$ cat src/rtl/mem_interface_if.sv
// CPU-side and memory-side signal bundle for mem_interface.
// The slave modport is the bridge's own view; master is the CPU/RAM side.
interface mem_interface_if #(
   parameter int unsigned ADDR_W = 32,
   parameter int unsigned DATA_W = 32
);
   logic              cpu_read;
   logic              cpu_write;
   logic              cpu_swb;
   logic [ADDR_W-1:0] cpu_addr;
   logic [DATA_W-1:0] cpu_wdata;
   logic [DATA_W-1:0] cpu_rdata;
   logic              cpu_stall;
   logic              cpu_err;
   logic              mem_req;
   logic              mem_we;
   logic [3:0]        mem_be;
   logic [ADDR_W-1:0] mem_addr;
   logic [DATA_W-1:0] mem_wdata;
   logic [DATA_W-1:0] mem_rdata;
   logic              mem_ack;

   modport slave (
      input  cpu_read, cpu_write, cpu_swb, cpu_addr, cpu_wdata, mem_rdata, mem_ack,
      output cpu_rdata, cpu_stall, cpu_err, mem_req, mem_we, mem_be, mem_addr, mem_wdata
   );

   modport master (
      output cpu_read, cpu_write, cpu_swb, cpu_addr, cpu_wdata, mem_rdata, mem_ack,
      input  cpu_rdata, cpu_stall, cpu_err, mem_req, mem_we, mem_be, mem_addr, mem_wdata
   );
endinterface

$ cat src/rtl/mem_interface.sv
// Latches one CPU load/store, runs a req/ack handshake to a variable-latency word RAM
// and stalls the CPU until the access completes, is rejected, or times out.
module mem_interface #(
   parameter int unsigned ADDR_W  = 32,
   parameter int unsigned DATA_W  = 32,
   parameter int unsigned TIMEOUT = 15
) (
   input logic            clk,
   input logic            reset,
   mem_interface_if.slave bus
);

   typedef enum logic [2:0] {StIdle, StCheck, StAccess, StDone, StError} state_e;

   localparam logic [7:0] CntLast = 8'(TIMEOUT - 1);

   state_e            r_state;
   logic              r_rd;
   logic              r_wr;
   logic              r_swb;
   logic [ADDR_W-1:0] r_addr;
   logic [DATA_W-1:0] r_wdata;
   logic [7:0]        r_cnt;

   logic              r_mem_req;
   logic              r_mem_we;
   logic [3:0]        r_mem_be;
   logic [ADDR_W-1:0] r_mem_addr;
   logic [DATA_W-1:0] r_mem_wdata;
   logic [DATA_W-1:0] r_cpu_rdata;
   logic              r_cpu_err;

   logic w_req;
   logic w_bad;

   assign w_req = bus.cpu_read | bus.cpu_write;

   // Conflicting direction, or a word store that is not word aligned.
   assign w_bad = (r_rd && r_wr) || (r_wr && !r_swb && (r_addr[1:0] != 2'b00));

   always_ff @(posedge clk or negedge reset) begin
      if (!reset) begin
         r_state     <= StIdle;
         r_rd        <= 1'b0;
         r_wr        <= 1'b0;
         r_swb       <= 1'b0;
         r_addr      <= '0;
         r_wdata     <= '0;
         r_cnt       <= '0;
         r_mem_req   <= 1'b0;
         r_mem_we    <= 1'b0;
         r_mem_be    <= 4'b0000;
         r_mem_addr  <= '0;
         r_mem_wdata <= '0;
         r_cpu_rdata <= '0;
         r_cpu_err   <= 1'b0;
      end else begin
         unique case (r_state)
            StIdle: begin
               if (w_req) begin
                  r_rd    <= bus.cpu_read;
                  r_wr    <= bus.cpu_write;
                  r_swb   <= bus.cpu_swb;
                  r_addr  <= bus.cpu_addr;
                  r_wdata <= bus.cpu_wdata;
                  r_state <= StCheck;
               end
            end
            StCheck: begin
               if (w_bad) begin
                  r_cpu_err <= 1'b1;
                  r_state   <= StError;
               end else begin
                  r_mem_req   <= 1'b1;
                  r_mem_we    <= r_wr;
                  r_mem_addr  <= {r_addr[ADDR_W-1:2], 2'b00};
                  r_mem_be    <= (r_wr && r_swb) ? (4'b0001 << r_addr[1:0]) : 4'b1111;
                  r_mem_wdata <= (r_wr && r_swb) ? {4{r_wdata[7:0]}} : r_wdata;
                  r_cnt       <= '0;
                  r_state     <= StAccess;
               end
            end
            StAccess: begin
               // Ack takes priority over a timeout expiring in the same cycle.
               if (bus.mem_ack) begin
                  if (!r_wr) begin
                     r_cpu_rdata <= bus.mem_rdata;
                  end
                  r_mem_req <= 1'b0;
                  r_state   <= StDone;
               end else if (r_cnt == CntLast) begin
                  r_cnt     <= r_cnt + 8'd1;
                  r_mem_req <= 1'b0;
                  r_cpu_err <= 1'b1;
                  r_state   <= StError;
               end else begin
                  r_cnt <= r_cnt + 8'd1;
               end
            end
            StDone: begin
               r_state <= StIdle;
            end
            StError: begin
               r_cpu_err <= 1'b0;
               r_state   <= StIdle;
            end
            default: begin
               r_state <= StIdle;
            end
         endcase
      end
   end

   assign bus.cpu_stall = (r_state == StCheck) || (r_state == StAccess) ||
                          ((r_state == StIdle) && w_req);
   assign bus.cpu_rdata = r_cpu_rdata;
   assign bus.cpu_err   = r_cpu_err;
   assign bus.mem_req   = r_mem_req;
   assign bus.mem_we    = r_mem_we;
   assign bus.mem_be    = r_mem_be;
   assign bus.mem_addr  = r_mem_addr;
   assign bus.mem_wdata = r_mem_wdata;

   a_word_addr : assert property (@(posedge clk) disable iff (!reset)
      r_mem_addr[1:0] == 2'b00);

   a_access_stable : assert property (@(posedge clk) disable iff (!reset)
      (r_state == StAccess && !bus.mem_ack && r_cnt != CntLast) |=>
      $stable({r_mem_req, r_mem_we, r_mem_be, r_mem_addr, r_mem_wdata}));

endmodule

$ cat src/flat_wrapper.sv
// flat-port wrapper written by rule: the top's interface ports become plain ports
module mem_interface_flat 
#(
   parameter int unsigned ADDR_W  = 32,
   parameter int unsigned DATA_W  = 32,
   parameter int unsigned TIMEOUT = 15
)
  (clk, reset, bus_cpu_read, bus_cpu_write, bus_cpu_swb, bus_cpu_addr, bus_cpu_wdata, bus_mem_rdata, bus_mem_ack, bus_cpu_rdata, bus_cpu_stall, bus_cpu_err, bus_mem_req, bus_mem_we, bus_mem_be, bus_mem_addr, bus_mem_wdata);
  mem_interface_if #(.ADDR_W(ADDR_W), .DATA_W(DATA_W)) bus_i ();
  input logic clk;
  input logic reset;
  input wire logic [$bits(bus_i.cpu_read)-1:0] bus_cpu_read;
  input wire logic [$bits(bus_i.cpu_write)-1:0] bus_cpu_write;
  input wire logic [$bits(bus_i.cpu_swb)-1:0] bus_cpu_swb;
  input wire logic [$bits(bus_i.cpu_addr)-1:0] bus_cpu_addr;
  input wire logic [$bits(bus_i.cpu_wdata)-1:0] bus_cpu_wdata;
  input wire logic [$bits(bus_i.mem_rdata)-1:0] bus_mem_rdata;
  input wire logic [$bits(bus_i.mem_ack)-1:0] bus_mem_ack;
  output wire logic [$bits(bus_i.cpu_rdata)-1:0] bus_cpu_rdata;
  output wire logic [$bits(bus_i.cpu_stall)-1:0] bus_cpu_stall;
  output wire logic [$bits(bus_i.cpu_err)-1:0] bus_cpu_err;
  output wire logic [$bits(bus_i.mem_req)-1:0] bus_mem_req;
  output wire logic [$bits(bus_i.mem_we)-1:0] bus_mem_we;
  output wire logic [$bits(bus_i.mem_be)-1:0] bus_mem_be;
  output wire logic [$bits(bus_i.mem_addr)-1:0] bus_mem_addr;
  output wire logic [$bits(bus_i.mem_wdata)-1:0] bus_mem_wdata;
  assign bus_i.cpu_read = bus_cpu_read;
  assign bus_i.cpu_write = bus_cpu_write;
  assign bus_i.cpu_swb = bus_cpu_swb;
  assign bus_i.cpu_addr = bus_cpu_addr;
  assign bus_i.cpu_wdata = bus_cpu_wdata;
  assign bus_i.mem_rdata = bus_mem_rdata;
  assign bus_i.mem_ack = bus_mem_ack;
  assign bus_cpu_rdata = bus_i.cpu_rdata;
  assign bus_cpu_stall = bus_i.cpu_stall;
  assign bus_cpu_err = bus_i.cpu_err;
  assign bus_mem_req = bus_i.mem_req;
  assign bus_mem_we = bus_i.mem_we;
  assign bus_mem_be = bus_i.mem_be;
  assign bus_mem_addr = bus_i.mem_addr;
  assign bus_mem_wdata = bus_i.mem_wdata;
  mem_interface #(.ADDR_W(ADDR_W), .DATA_W(DATA_W), .TIMEOUT(TIMEOUT)) u_core (.clk(clk), .reset(reset), .bus(bus_i));
endmodule
$ cat config.mk
export PLATFORM = sky130hd
export DESIGN_NAME = mem_interface_flat
export DESIGN_NICKNAME = d
export VERILOG_FILES = /design/src/rtl/mem_interface_if.sv /design/src/rtl/mem_interface.sv /design/src/flat_wrapper.sv
export SDC_FILE = /design/constraint.sdc
export NUM_CORES = 1
export LEC_CHECK = 0
export CAP_MARGIN = 20
export CELL_PAD_IN_SITES_DETAIL_PLACEMENT = 0
export CELL_PAD_IN_SITES_GLOBAL_PLACEMENT = 2
export CORE_MARGIN = 2
export CORE_UTILIZATION = 34
export DETAILED_ROUTE_END_ITERATION = 6
export GPL_TIMING_DRIVEN = 0
export PLACE_DENSITY = 0.86
export SKIP_CTS_REPAIR_TIMING = 1
export SLEW_MARGIN = 15
export SYNTH_ARGS = -nofsm -noshare
export SYNTH_HDL_FRONTEND = slang
export SYNTH_SLANG_ARGS = --single-unit
$ cat constraint.sdc
create_clock -name clk -period 5.9 [get_ports clk]
set_clock_uncertainty 0.1 [all_clocks]
set_input_delay 0.59 -clock clk [delete_from_list [all_inputs] [get_ports clk]]
set_output_delay 0.59 -clock clk [all_outputs]
set_load 0.01 [all_outputs]
==> impl_metrics.py <==
metrics = {
    "clock_tree": {
        "insertion_delay_ns": 0.43,
        "h-tree-depth": 4,
        "cts_buffers": 17,
        "cts.sinks": 179,
        "clk_pin_slew_ns": 0.07,
        "clock_path_buffers": 2,
        "tritoncts": "yes",
        "cts-root-buf": "clkbuf_16",
    },
    "global_routing": {
        "antenna_found_initial": 1,
        "grt_usage": 0.1682,
        "grt_pass1_vias": 5362,
        "grt_max_degree": 101,
        "grt_first_pass_wirelength_um": 28880,
        "grt-ovfl-total": 0,
    },
    "pwr": {
        "max-vdd-ir-drop_mv": 0.2584,
        "power.leakage_nw": 4.233,
        "power.total_mw": 5.830,
        "cellPowerDensity_nw_per_um2": 577.2,
    },
    "sta": {
        "worst_pin_slew_ns": 0.7811,
        "min_period_ns": 2.556,
        "finalCritPeriodShare": 0.4332,
        "drv_slew": 0,
        "slew_headroom": 0.4793,
        "hold_viol_final": 0,
        "rsz0062_at_grt": "false",
        "setup_violations": 0,
        "max_freq_mhz": 391.3,
    },
    "synth": {
        "yosys.area_share.simple": 0.05545,
        "synthXorXnorAreaFrac": 0,
        "synth-seq-cells": 179,
        "yosysUniqueCellTypes": 38,
        "netlist_instances": 528,
        "synth-main-ff-cell": "dfrtp_1",
        "avgSynthCellArea_um2": 13.46,
        "yosys_warnings": 0,
        "muxShareOfSynthArea": 0.2153,
        "synth-seq-area-share": 0.6302,
        "synth_compound_area_frac": 0.06478,
        "synthAdderAreaFrac": 0.003521,
        "synth_edf_count": 0,
        "synth_async_sr_flop_share": 1.000,
        "synth_top_family_by_area": "multiplexers",
        "synth_area_um2": 7108,
    },
    "routing": {
        "drc": 0,
        "vias_per_cell": 4.800,
        "ant_nets": 0,
        "via_count": 4968,
        "drtIter0Drc": 230,
        "wl_per_cell_um": 17.60,
        "first_pass_iters": 4,
        "wl_um": 18210,
    },
    "setup_path": {
        "cp_top_family": "buffers and inverters",
        "required_ns": 5.21,
        "cp.buffers_inverters": 2,
        "r2r-end": "u_core.r_wdata[28]",
        "start_kind": "input pin",
        "critPathMaxStageDelay_ns": 0.60,
        "cp_max_fo": 3,
        "critPathKind": "input pin to output pin",
        "crit_path_cell_trace": "clkdlybuf4s50_1 > nor2_1 > a21oi_1 > clkdlybuf4s50_1",
        "cpMostUsedCell": "clkdlybuf4s50_1",
        "ff2ff_path_depth": 6,
        "worst_setup_path_end_kind": "output pin",
        "worstReg2RegStart": "u_core.r_state[0]",
        "r2r_slack_ns": 3.55,
        "crit_arrival_ns": 1.87,
        "slowest_stage": "clkdlybuf4s50_1",
    },
    "finish": {
        "fin_nets": 856,
        "synthToLayoutAreaGrowth_pct": 42.09,
        "drive_gt1_frac": 0.2575,
        "fin_cells": 1035,
        "fillers": 1793,
        "seq_area_um2": 4479,
        "multi_input_area_um2": 2417,
        "diodes": 0,
    },
    "floorplan": {
        "core-area_um2": 20360,
        "die_w_um": 148.6,
        "die_area_um2": 22080,
        "start_util": 0.3490,
        "io_pins": 206,
        "die_h_um": 148.6,
        "rows": 52,
    },
    "run": {
        "cap_violations": 0,
    },
    "status": {
        "status": "completed",
    },
    "placed_design": {
        "gp_congestion": 0.7675,
        "dp_cells": 1003,
        "dpl.hpwl_um": 13210,
        "port_buffers": 203,
    },
    "worst_hold_path": {
        "hold_path.class": "input pin to asynchronous set/reset pin",
    },
}
[report_power, final]
part / total, mW / switching (mW) / internal (mW)
logic: 2.52 / 1.09 / 1.42
clock network: 1.12 / 0.512 / 0.608
registers: 2.19 / 0.343 / 1.85
total: 5.83 / 1.95 / 3.88
[kinds of logic after synthesis]
kind of cell / after synthesis
AO/OA/AOI/OAI: 83
other: 1
multiplexers: 136
flip-flops: 179
AND/OR/NAND/NOR: 83
buffers and inverters: 44
adder cells (fa/ha/maj): 2
[state kept, by name, indices dropped and copies added (netlist names)]
name / cells
u_core.r_rd: 1
u_core.r_wdata: 32
u_core.bus.cpu_err: 1
u_core.r_wr: 1
u_core.r_addr: 32
u_core.bus.mem_be: 4
u_core.r_state: 3
u_core.r_swb: 1
u_core.bus.mem_we: 1
u_core.bus.cpu_rdata: 32
u_core.r_cnt: 8
u_core.bus.mem_wdata: 32
u_core.bus.mem_req: 1
u_core.bus.mem_addr: 30
[routing by layer]
metal,global-route usage,vias to the layer above,share of wire
met5,0,-,0.00071
met4,0.04857,2,0.015
met3,0.07393,21,0.10
met2,0.2722,177,0.47
met1,0.2047,2480,0.41
li1,-,2288,-
[cell usage after synthesis (5+ instances only)]
master,instances,area share
and3_1,8,0.0070
inv_1,13,0.0069
buf_2,19,0.013
buf_4,5,0.0053
nand2_1,17,0.0090
nor3_1,5,0.0035
a21oi_1,59,0.042
o21ai_0,10,0.0070
nor2_1,36,0.019
mux2_2,135,0.21
dfrtp_1,179,0.63
[worst max-delay path by stage]
stage / end / depth (start not counted) / slack [ns] / start
after floorplan: u_core.r_cnt[7] / 4 / 3.95 / bus_mem_ack
after global placement: u_core.bus.mem_addr[28] / 1 / -2.90 / reset
after detailed placement: u_core.r_wdata[30] / 6 / 3.16 / bus_cpu_write
after CTS: bus_cpu_stall / 4 / 3.35 / bus_cpu_write
after global routing: bus_cpu_stall / 5 / 3.31 / u_core.r_state[1]
final: bus_cpu_stall / 4 / 3.34 / bus_cpu_write
[through the flow]
step / TNS (ns) / setup slack (ns) / instance area, um^2 / utilization / hold WS (ns)
5_1_grt: 0 / 3.307 / 10100 / 0.4959 / 0.1514
3_5_place_dp: 0 / 3.159 / 9514 / 0.4672 / 0.3908
6_report: 0 / 3.344 / 10100 / 0.4959 / 0.07737
2_1_floorplan: 0 / 3.951 / 7112 / - / 0.1944
3_3_place_gp: -518.17 / -2.903 / 9482 / 0.4656 / 0.3838
4_1_cts: 0 / 3.350 / 10100 / 0.4959 / 0.1334
[cell usage in the layout (no fill, tap or decap), types with 2 or more instances in the layout]
| cell | count |
|---|---|
| inv_1 | 13 |
| ha_1 | 2 |
| a21oi_1 | 59 |
| mux2_2 | 135 |
| buf_4 | 5 |
| nor2_1 | 36 |
| clkinvlp_4 | 4 |
| o211ai_1 | 4 |
| buf_2 | 19 |
| a31oi_1 | 4 |
| o21ai_0 | 10 |
| buf_1 | 2 |
| nand2_1 | 17 |
| inv_8 | 2 |
| conb_1 | 2 |
| nand3_1 | 2 |
| clkdlybuf4s50_1 | 202 |
| clkbuf_16 | 17 |
| inv_6 | 4 |
| clkbuf_1 | 5 |
| dfrtp_1 | 179 |
| nor3_1 | 5 |
| and3_1 | 8 |
| nor2b_1 | 3 |
| nand2b_1 | 2 |
[layout make-up]
type / count / share of cell area
Sequential cell: 179 / 0.4435
Multi-Input combinational cell: 306 / 0.2393
Timing Repair Buffer: 204 / 0.2044
Clock buffer: 19 / 0.04386
Tap cell: 270 / 0.03345
Buffer: 31 / 0.01648
Clock inverter: 13 / 0.01412
Inverter: 13 / 0.004832
Note: power is estimated with default switching activity, not from simulation.
